[config.mk]
export PLATFORM = sky130hd
export DESIGN_NAME = vdec_mem_arbiter_flat
export DESIGN_NICKNAME = d
export VERILOG_FILES = /design/src/rtl/vdec_mem_arbiter_if.sv /design/src/rtl/vdec_mem_arbiter.sv /design/src/flat_wrapper.sv
export SDC_FILE = /design/constraint.sdc
export NUM_CORES = 1
export LEC_CHECK = 0
export CAP_MARGIN = 20
export CORE_ASPECT_RATIO = 1.1
export CORE_UTILIZATION = 36
export CTS_BUF_LIST = sky130_fd_sc_hd__clkbuf_16
export DETAILED_ROUTE_END_ITERATION = 7
export PLACE_DENSITY = 0.88
export SLEW_MARGIN = 20
export SYNTH_ARGS = -nofsm -noshare
export SYNTH_HDL_FRONTEND = slang
export SYNTH_SLANG_ARGS = --single-unit
[constraint.sdc]
create_clock -name clk -period 4.75 [get_ports clk]
set_input_delay 0.475 -clock clk [delete_from_list [all_inputs] [get_ports clk]]
set_output_delay 0.475 -clock clk [all_outputs]
set_load 0.01 [all_outputs]
[src/rtl/vdec_mem_arbiter_if.sv]
// Read-port bus shared by the four video RAM requesters, the arbiter and the RAM controller.
// The slave modport is the arbiter's view; master is the requester/RAM side.
interface vdec_mem_arbiter_if;
  logic [3:0]       req_as;
  logic [3:0][21:0] req_address;
  logic [3:0]       req_ack;
  logic [15:0]      req_din;
  logic             mem_as;
  logic [21:0]      mem_address;
  logic [15:0]      mem_din;
  logic             mem_ack;
  logic [3:0]       grant;

  modport master (
    output req_as, req_address, mem_din, mem_ack,
    input  req_ack, req_din, mem_as, mem_address, grant
  );

  modport slave (
    input  req_as, req_address, mem_din, mem_ack,
    output req_ack, req_din, mem_as, mem_address, grant
  );
endinterface

[src/rtl/vdec_mem_arbiter.sv]
// Video RAM read-port arbiter: class priority (pixel fetch over ICA/DCA), round-robin inside a
// class, burst ownership while the owner holds as, forced release after MAX_BURST acked words.
module vdec_mem_arbiter #(
  parameter int unsigned MAX_BURST = 8
) (
  input logic               clk,
  input logic               reset,
  vdec_mem_arbiter_if.slave bus
);

  typedef enum logic [1:0] {IDLE, GRANT, RELEASE} state_t;

  state_t     state;
  logic [1:0] owner;
  logic [3:0] grant_q;
  logic [7:0] burst_cnt;
  logic       last_a;
  logic       last_b;

  logic [1:0] winner;
  logic       owner_as;
  logic       owner_ack;
  logic [7:0] burst_next;
  logic       competitor;
  logic       at_limit;

  // last_a/last_b hold the low bit of the previous winner of each class; a tie goes to the other port.
  always_comb begin
    winner = 2'd0;
    if (bus.req_as[0] && bus.req_as[1])
      winner = last_a ? 2'd0 : 2'd1;
    else if (bus.req_as[0])
      winner = 2'd0;
    else if (bus.req_as[1])
      winner = 2'd1;
    else if (bus.req_as[2] && bus.req_as[3])
      winner = last_b ? 2'd2 : 2'd3;
    else if (bus.req_as[2])
      winner = 2'd2;
    else if (bus.req_as[3])
      winner = 2'd3;
  end

  always_comb begin
    competitor = 1'b0;
    for (int p = 0; p < 4; p++) begin
      if (bus.req_as[p] && (p[1:0] != owner) && (!p[1] || owner[1]))
        competitor = 1'b1;
    end
  end

  assign owner_as   = bus.req_as[owner];
  assign owner_ack  = (state == GRANT) && bus.mem_ack;
  assign burst_next = (owner_ack && (burst_cnt != 8'hFF)) ? burst_cnt + 8'd1 : burst_cnt;
  assign at_limit   = 32'(burst_next) >= MAX_BURST;

  // Acks outside GRANT have no owner to go to and are dropped.
  always_comb begin
    bus.mem_as      = 1'b0;
    bus.mem_address = '0;
    bus.req_ack     = '0;
    if (state == GRANT) begin
      bus.mem_as          = owner_as;
      bus.mem_address     = bus.req_address[owner];
      bus.req_ack[owner]  = bus.mem_ack;
    end
  end

  assign bus.req_din = bus.mem_din;
  assign bus.grant   = grant_q;

  always_ff @(posedge clk) begin
    if (reset) begin
      state     <= IDLE;
      owner     <= 2'd0;
      grant_q   <= 4'b0000;
      burst_cnt <= 8'd0;
      last_a    <= 1'b1;
      last_b    <= 1'b1;
    end else begin
      case (state)
        IDLE: begin
          if (|bus.req_as) begin
            state     <= GRANT;
            owner     <= winner;
            grant_q   <= 4'b0001 << winner;
            burst_cnt <= 8'd0;
            if (winner[1])
              last_b <= winner[0];
            else
              last_a <= winner[0];
          end
        end
        GRANT: begin
          burst_cnt <= burst_next;
          if (!owner_as || (at_limit && competitor)) begin
            state   <= RELEASE;
            grant_q <= 4'b0000;
          end
        end
        RELEASE: state <= IDLE;
        default: state <= IDLE;
      endcase
    end
  end

endmodule
[src/flat_wrapper.sv]
// flat-port wrapper written by rule: the top's interface ports become plain ports
module vdec_mem_arbiter_flat 
#(
  parameter int unsigned MAX_BURST = 8
)
  (clk, reset, bus_req_as, bus_req_address, bus_mem_din, bus_mem_ack, bus_req_ack, bus_req_din, bus_mem_as, bus_mem_address, bus_grant);
  vdec_mem_arbiter_if bus_i ();
  input logic clk;
  input logic reset;
  input wire logic [$bits(bus_i.req_as)-1:0] bus_req_as;
  input wire logic [$bits(bus_i.req_address)-1:0] bus_req_address;
  input wire logic [$bits(bus_i.mem_din)-1:0] bus_mem_din;
  input wire logic [$bits(bus_i.mem_ack)-1:0] bus_mem_ack;
  output wire logic [$bits(bus_i.req_ack)-1:0] bus_req_ack;
  output wire logic [$bits(bus_i.req_din)-1:0] bus_req_din;
  output wire logic [$bits(bus_i.mem_as)-1:0] bus_mem_as;
  output wire logic [$bits(bus_i.mem_address)-1:0] bus_mem_address;
  output wire logic [$bits(bus_i.grant)-1:0] bus_grant;
  assign bus_i.req_as = bus_req_as;
  assign bus_i.req_address = bus_req_address;
  assign bus_i.mem_din = bus_mem_din;
  assign bus_i.mem_ack = bus_mem_ack;
  assign bus_req_ack = bus_i.req_ack;
  assign bus_req_din = bus_i.req_din;
  assign bus_mem_as = bus_i.mem_as;
  assign bus_mem_address = bus_i.mem_address;
  assign bus_grant = bus_i.grant;
  vdec_mem_arbiter #(.MAX_BURST(MAX_BURST)) u_core (.clk(clk), .reset(reset), .bus(bus_i));
endmodule
==> metrics.txt, run 1 <==
status finished clean; cell area after synthesis 1950 um2; Layout Nets 412; clk slew on worst S/H paths 50 ps; Core Region 5100 um2; commonest non-fill, non-tap cells in the layout clkdlybuf4s50_1, mux4_2, nor2b_1; detailed-route DRC error count 0; Vias/cell 5.47; most area-consuming cells after synthesis mux4_2, dfxtp_1, nor2b_1, buf_4, nor2_1; post-cts resize count 0; final hold violations 0; grt total ovfl 0; Die X 72.2 um; RD Place Congestion 0.971; Distinct cells, synth 51; setup TNS 0 ps; area occupied by multi-input gates 1340 um2; CTS sink count 18; Max Cap Viol 0; startpoint types flip-flop; mux cell area share after synthesis 27.6%; Final Slew Violations 0; PwrDens 225 nW/um2; WS Path Type flip-flop to output pin; endpoint class of the critical path output pin; Routed WL per cell 16.8 um; H-tree levels 1; first-pass GRT wire length 9.18 mm; # rows 27; Post-synth ARST share 0%; DP Area 3070 um2; initial DRC count 96; final setup fails 0; adder and majority gate portion of the synthesized area 0.641%; Post-Route Skew 1.84 ps; Worst R2R Start u_core.owner[0]; global-route usage over all layers 21.2%; Rel. slew slack 39.3%; Die H 79.2 um; Post-CTS Setup Repair Bufs 0; Worst-Skew Late Latency 260 ps; WHS Path Cells 2; R2R Path End u_core.state[0]; worst-case hold slack 470 ps; worst min path class flip-flop to flip-flop; die area 5720 um2; share of cells above drive strength 1 14.4%; xor and xnor area share after synthesis 0.449%; post-DP HPWL 5.03 mm; P_leak 1.06 nW; Seq/Total Area, Yosys 18.5%; peak supply drop 0.144 mV; Inserted Clock Buffers 3; CTS tree built; Reg area 362 um2; Fmax achieved 343 MHz; IO buf count 125; Top Ports 158; main combinational cell family by area after synthesis multiplexers; post-route ant nets 0; filler instances 417; reg2reg path depth 5; Req. time, crit path 4280 ps; Synth Area in Simple Gates 22.5%; Hold Path Sink u_core.last_b; crit-path max FO 31; RSZ-0062 raised after global routing no; initial antenna violation count 0; ys flop type dfxtp_1; cts hold-fix bufs 0; final worst path period share 61.4%; First-pass DRT Iterations 4; final WL 6.22 mm; via count 2024; Yosys top cell by area mux4_2; Syn Nets 311; crit path DAT 2440 ps; Synth Area in Compound Gates 17.4%; Area Overhead vs Synth 61.0%; flops & latches, synth 18; ANT cells 0; number of synthesized flops with an enable pin 0; largest net degree at the start of global routing 32; Hold Startpoint u_core.last_b; Clock Path Buffers 2; commonest non-fill, non-tap cell in the layout clkdlybuf4s50_1; Starting Density 38.3%; Synth Warn # 0; Yosys top cell area share 26.5%; vias in the first global route 1866; Worst-Margin Slew 910 ps; Final Cell Area 3140 um2; crit path time final 2920 ps; Avg Synthesized Cell Area 9.81 um2; cells after synthesis 199; CTS Root Buffer Type clkbuf_16; Reg2Reg Setup Slack 2810 ps
==> metrics by stage <==
stage	setup slack (ps)	power (W)	utilization, %	cells
floorplan	2920	0.000384	-	199
global placement	2050	0.000533	60.1	367
detailed placement	2010	0.000541	60.1	367
CTS	1780	0.000712	61.6	370
global route	1650	0.000743	61.6	370
finish	1830	0.000708	61.6	370
==> cells by family after synthesis <==
kind of cell    Yosys count
compound gates           43
xor+xnor                  1
fa+ha+maj                 1
buf+inv                  35
flops                    18
mux                      25
simple gates             76
==> report_power, final <==
| group | internal, W | leakage (nW) | total, W | switching, W |
|---|---|---|---|---|
| Sequential | 0.000162 | 0.147 | 0.000191 | 0.0000286 |
| Combinational | 0.000222 | 0.877 | 0.000346 | 0.000124 |
| Clock | 0.000111 | 0.0370 | 0.000172 | 0.0000605 |
==> metal layers <==
| metal | up-vias | wire (um) | share of wire (%) | GRT usage, % |
|---|---|---|---|---|
| met5 | - | 0 | 0 | 0 |
| met4 | 0 | 99 | 1.6 | 7.25 |
| met3 | 10 | 625 | 10 | 2.79 |
| met2 | 123 | 3270 | 53 | 39.3 |
| met1 | 946 | 2230 | 36 | 24.5 |
| li1 | 945 | - | - | - |
==> cell usage after synthesis (3+ instances only) <==
master	n
a21oi_1	6
a31oi_1	3
buf_4	17
clkbuf_1	5
clkbuf_8	4
dfxtp_1	18
inv_1	5
mux4_2	23
nand2_1	9
nand3_1	4
nor2_1	17
nor2b_1	22
nor3_1	3
o21ai_0	6
o31ai_1	5
or2b_2	4
==> how the worst max path moves through the flow <==
stage	from	endpoint	slack (ps)	cells past startpoint
6_report	u_core.owner[0]	bus_mem_address[7]	1830	3
3_5_place_dp	bus_req_as[1]	bus_mem_as	2010	5
3_3_place_gp	bus_req_as[1]	bus_mem_as	2050	5
5_1_grt	u_core.owner[0]	bus_mem_address[2]	1650	3
2_1_floorplan	u_core.owner[1]	bus_mem_address[10]	2920	4
4_1_cts	u_core.owner[0]	bus_mem_address[7]	1780	3
==> layout make-up <==
cell class,instances,area share [%]
timing repair buffer,126,40.0
inverter,5,0.597
tap,72,2.87
multi-input combinational,146,42.6
clock buffer,3,2.39
sequential,18,11.5
==> registers in the layout, indices dropped and copies added (netlist names) <==
signal            cells
u_core.owner          2
u_core.bus.grant      4
u_core.last_a         1
u_core.last_b         1
u_core.state          2
u_core.burst_cnt      8
==> worst max-delay path: stages (launching register included) <==
cell             delay (ps)
dfxtp_2                 900
mux4_2                  580
nor2b_1                 150
clkdlybuf4s50_1         530
Power figures use the tool's default switching activity.
==> run 2, diff against run 1 <==
- CORE_UTILIZATION: 36 -> 30
- PLACE_DENSITY: 0.88 -> 0.79
- clock period: 4.75 -> 2.65 ns (I/O delays scaled with it)
==> run 2 against run 1 <==
Effect of this change:
- final cell count rose by 3.0%
- power grew 81%
- clock power rose by 80%
- clock-buffer cell count did not move
- wire length grew 0.29%
- largest power group unchanged
- largest cell class unchanged
==> metrics.txt, run 2 (synthesis results as in run 1) <==
status finished clean; final WL 6.24 mm; crit path time final 2320 ps; cts hold-fix bufs 0; endpoint class of the critical path output pin; setup TNS 0 ps; Post-Route Skew 2.16 ps; Final Slew Violations 0; commonest non-fill, non-tap cell in the layout clkdlybuf4s50_1; grt total ovfl 0; initial DRC count 76; CTS Root Buffer Type clkbuf_16; clk slew on worst S/H paths 50 ps; H-tree levels 1; ANT cells 0; crit path cell chain buf_12 > mux4_2 > nor2b_1 > clkdlybuf4s50_1; Rel. slew slack 47.6%; Post-CTS Setup Repair Bufs 0; worst-case hold slack 472 ps; Req. time, crit path 2380 ps; IO buf count 125; Top Ports 158; Routed WL per cell 16.4 um; Max Cap Viol 0; filler instances 570; share of cells above drive strength 1 15.0%; initial antenna violation count 0; P_leak 1.08 nW; post-DP HPWL 5.02 mm; startpoint types flip-flop; Slowest-stage cell, CP mux4_2; final setup fails 0; # rows 30; post-route ant nets 0; fin util 51.1%; CTS tree built; Die H 86.6 um; global-route usage over all layers 18.4%; PwrDens 404 nW/um2; final hold violations 0; Top delay family on crit path buffers and inverters; Clock Path Buffers 2; first-pass GRT wire length 9.70 mm; Core Region 6230 um2; largest reg by FF count u_core.burst_cnt; Vias/cell 5.30; Worst-Margin Slew 783 ps; post-cts resize count 0; WS Path Type flip-flop to output pin; Layout Nets 414; Worst-Skew Late Latency 250 ps; die area 6830 um2; vias in the first global route 2041; via count 2018; crit path DAT 2060 ps; max FFs per register 8; Worst Path Buf+Inv 2; RSZ-0062 raised after global routing no; Fmax achieved 430 MHz; Inserted Clock Buffers 3; CTS sink count 18; peak supply drop 0.296 mV; largest net degree at the start of global routing 30; crit-path max FO 26; Die X 78.9 um; First-pass DRT Iterations 4; detailed-route DRC error count 0; RD Place Congestion 0.891; Crit path largest cell delay 540 ps; final worst path period share 87.7%; Area Overhead vs Synth 63.1%; commonest non-fill, non-tap cells in the layout clkdlybuf4s50_1, mux4_2, nor2b_1; Starting Density 31.3%; worst min path class flip-flop to flip-flop
==> run 2: changes by cell type in the layout (fill, tap and decap cells not counted) <==
cell / before / now
buf_4: 1 / 2
buf_12: 0 / 1
clkinv_1: 0 / 1
==> run 2: layout make-up <==
type	instances	area (um2)	share of cell area, %
Inverter	5	18.8	0.589
Clock buffer	3	75.1	2.36
Multi-Input combinational cell	146	1340	42.0
Timing Repair Buffer	128	1290	40.4
Clock inverter	1	3.75	0.118
Sequential cell	18	362	11.4
Tap cell	80	100	3.14
==> run 2: final timing paths <==
| path | startpoint | endpoint | cells after the start | slack (ps) |
|---|---|---|---|---|
| hold reg to reg | u_core.last_b | u_core.last_b | 2 | 470 |
| hold / removal | u_core.last_b | u_core.last_b | 2 | 470 |
| setup / recovery | u_core.owner[0] | bus_mem_address[8] | 4 | 330 |
| setup reg to reg | u_core.burst_cnt[0] | u_core.bus.grant[0] | 6 | 830 |
==> run 2: tightest hold or removal path: stages (launching register included) <==
cell and delay [ps]:
dfxtp_1 330, a21oi_1 60, o21ai_0 60
==> run 2: routing by layer <==
| metal | up-vias | GRT usage [%] | wire length [um] |
|---|---|---|---|
| met5 | - | 0 | 0 |
| met4 | 0 | 9.59 | 230 |
| met3 | 15 | 3.68 | 520 |
| met2 | 109 | 34.2 | 3220 |
| met1 | 948 | 19.5 | 2270 |
| li1 | 946 | - | - |
==> run 2: where the power goes <==
group,internal [W],total (W),switching (W),leakage [nW]
logic,0.000412,0.000666,0.000254,0.890
registers,0.000290,0.000311,0.0000201,0.147
clock network,0.000201,0.000309,0.000108,0.0385
total,0.000904,0.00129,0.000381,1.08
==> run 2: per-stage QoR <==
step | power, W | instances | cell area, um2 | setup WS [ps]
after floorplan | 0.000689 | 199 | 1950 | 1030
after global placement | 0.000979 | 377 | 3110 | 364
after detailed placement | 0.000988 | 377 | 3110 | 363
after CTS | 0.00130 | 381 | 3180 | 302
after global routing | 0.00136 | 381 | 3180 | 232
final | 0.00129 | 381 | 3180 | 326
==> run 3, diff against run 2 <==
- REMOVE_ABC_BUFFERS: not set -> 1
- SLEW_MARGIN: 20 -> 0
==> run 3 against run 2 <==
Effect of this change:
- combinational power rose by 2%
- global-route usage rose by 0.81 points
- largest cell class unchanged
- critical endpoint is now bus_mem_as
- power rose by 0.97%
- critical path depth rose by 1
- non-clock buffer count rose by 2
- sequential power fell by 2%
- critical path type is now input port to output pin
- largest power group unchanged
==> metrics.txt, run 3 (synthesis results as in run 1) <==
H-tree levels 1; DP Area 3120 um2; Fmax achieved 432 MHz; R2R Path End u_core.bus.grant[2]; P_leak 1.09 nW; worst min path class flip-flop to flip-flop; Routed WL per cell 17.1 um; Req. time, crit path 2380 ps; Worst-Margin Slew 613 ps; die area 6830 um2; clk slew on worst S/H paths 50 ps; endpoint class of the critical path output pin; Crit path largest cell delay 540 ps; most frequent CP cell clkdlybuf4s50_1; Rel. slew slack 58.8%; largest reg by FF count u_core.burst_cnt; Die X 78.9 um; vias in the first global route 2067; Post-Route Skew 3.76 ps; CTS sink count 18; Core Region 6230 um2; cts hold-fix bufs 0; Slowest-stage cell, CP clkdlybuf4s50_1; Starting Density 31.3%; reg2reg path depth 6; ANT cells 0; Top Ports 158; Vias/cell 5.33; GR Util met2 33.8%; Max Cap Viol 0; global-route usage over all layers 19.2%; Post-CTS Setup Repair Bufs 0; commonest non-fill, non-tap cells in the layout clkdlybuf4s50_1, mux4_2, nor2b_1; Worst R2R Start u_core.burst_cnt[0]; WS Path Type input port to output pin; CTS tree built; status finished clean; Clock Path Buffers 2; final hold violations 0; grt total ovfl 0; fin util 51.3%; commonest non-fill, non-tap cell in the layout clkdlybuf4s50_1; PwrDens 406 nW/um2; met1 Track Usage GR 20.6%; # rows 30; Top delay family on crit path buffers and inverters; Die H 86.6 um; Final Cell Area 3200 um2; initial DRC count 66; post-route ant nets 0; crit path DAT 2050 ps; detailed-route DRC error count 0; max FFs per register 8; Reg2Reg Setup Slack 870 ps; post-cts resize count 0; largest net degree at the start of global routing 29; GR peak layer met2; Hold Path Sink u_core.last_b; IO buf count 125; final WL 6.54 mm; crit-path max FO 9; Hold Startpoint u_core.last_b; Layout Nets 416; initial antenna violation count 1; Final Slew Violations 0; via count 2042; worst setup margin 335 ps; final worst path period share 87.4%; First-pass DRT Iterations 4; startpoint types input port; CTS Root Buffer Type clkbuf_16; WHS Path Cells 2; first-pass GRT wire length 10.0 mm; peak supply drop 0.235 mV; Inserted Clock Buffers 3; final setup fails 0; setup TNS 0 ps; filler instances 565; worst slack at placement 374 ps; RD Place Congestion 0.867; crit path cell chain clkdlybuf4s50_1 > mux4_2 > nand2_1 > inv_1 > clkdlybuf4s50_1; RSZ-0062 raised after global routing no; Worst-Skew Late Latency 260 ps; crit path time final 2320 ps; GR met3 Demand/Resource 8.63%; post-DP HPWL 5.27 mm; share of cells above drive strength 1 15.5%; Worst Path Buf+Inv 3; Area Overhead vs Synth 63.9%
-- run 3: worst register-to-register path: stages, from the launching register on --
cell	delay (ps)
dfxtp_1	370
ha_1	250
nand4_4	150
o211ai_2	240
xor2_1	250
a31oi_4	160
o31ai_1	260
-- run 3: how the worst max path moves through the flow --
stage	endpoint	cells after the start	slack, ps	start
finish	bus_mem_as	5	330	bus_req_as[1]
global route	bus_mem_as	5	270	bus_req_as[1]
CTS	bus_mem_as	5	350	bus_req_as[1]
detailed placement	bus_mem_as	5	370	bus_req_as[1]
global placement	bus_mem_as	5	370	bus_req_as[1]
floorplan	bus_mem_address[0]	2	390	u_core.owner[0]
-- run 3: per-layer routing --
metal,part of all wire (%),wire length [um]
met4,1.3,82
met5,0,0
met2,48,3170
met1,37,2430
met3,13,855
-- run 3: power breakdown --
part	internal, W	switching, W	total [W]
Sequential	0.000290	0.0000159	0.000306
Clock	0.000201	0.000111	0.000312
Combinational	0.000417	0.000262	0.000680
Total	0.000909	0.000389	0.00130
-- run 3: cell type report --
cell class | instances | area (um2) | share of cell area (%)
inverter | 5 | 18.8 | 0.587
multi-input combinational | 146 | 1340 | 41.8
timing repair buffer | 130 | 1300 | 40.7
tap | 80 | 100 | 3.13
clock inverter | 1 | 3.75 | 0.117
sequential | 18 | 362 | 11.3
clock buffer | 3 | 75.1 | 2.35
-- run 3: metrics by stage --
stage,total power (W),cells,hold WS (ps)
after detailed placement,0.000993,379,462
after global routing,0.00137,383,505
after floorplan,0.000636,169,334
after global placement,0.000985,379,461
after CTS,0.00130,383,476
final,0.00130,383,475
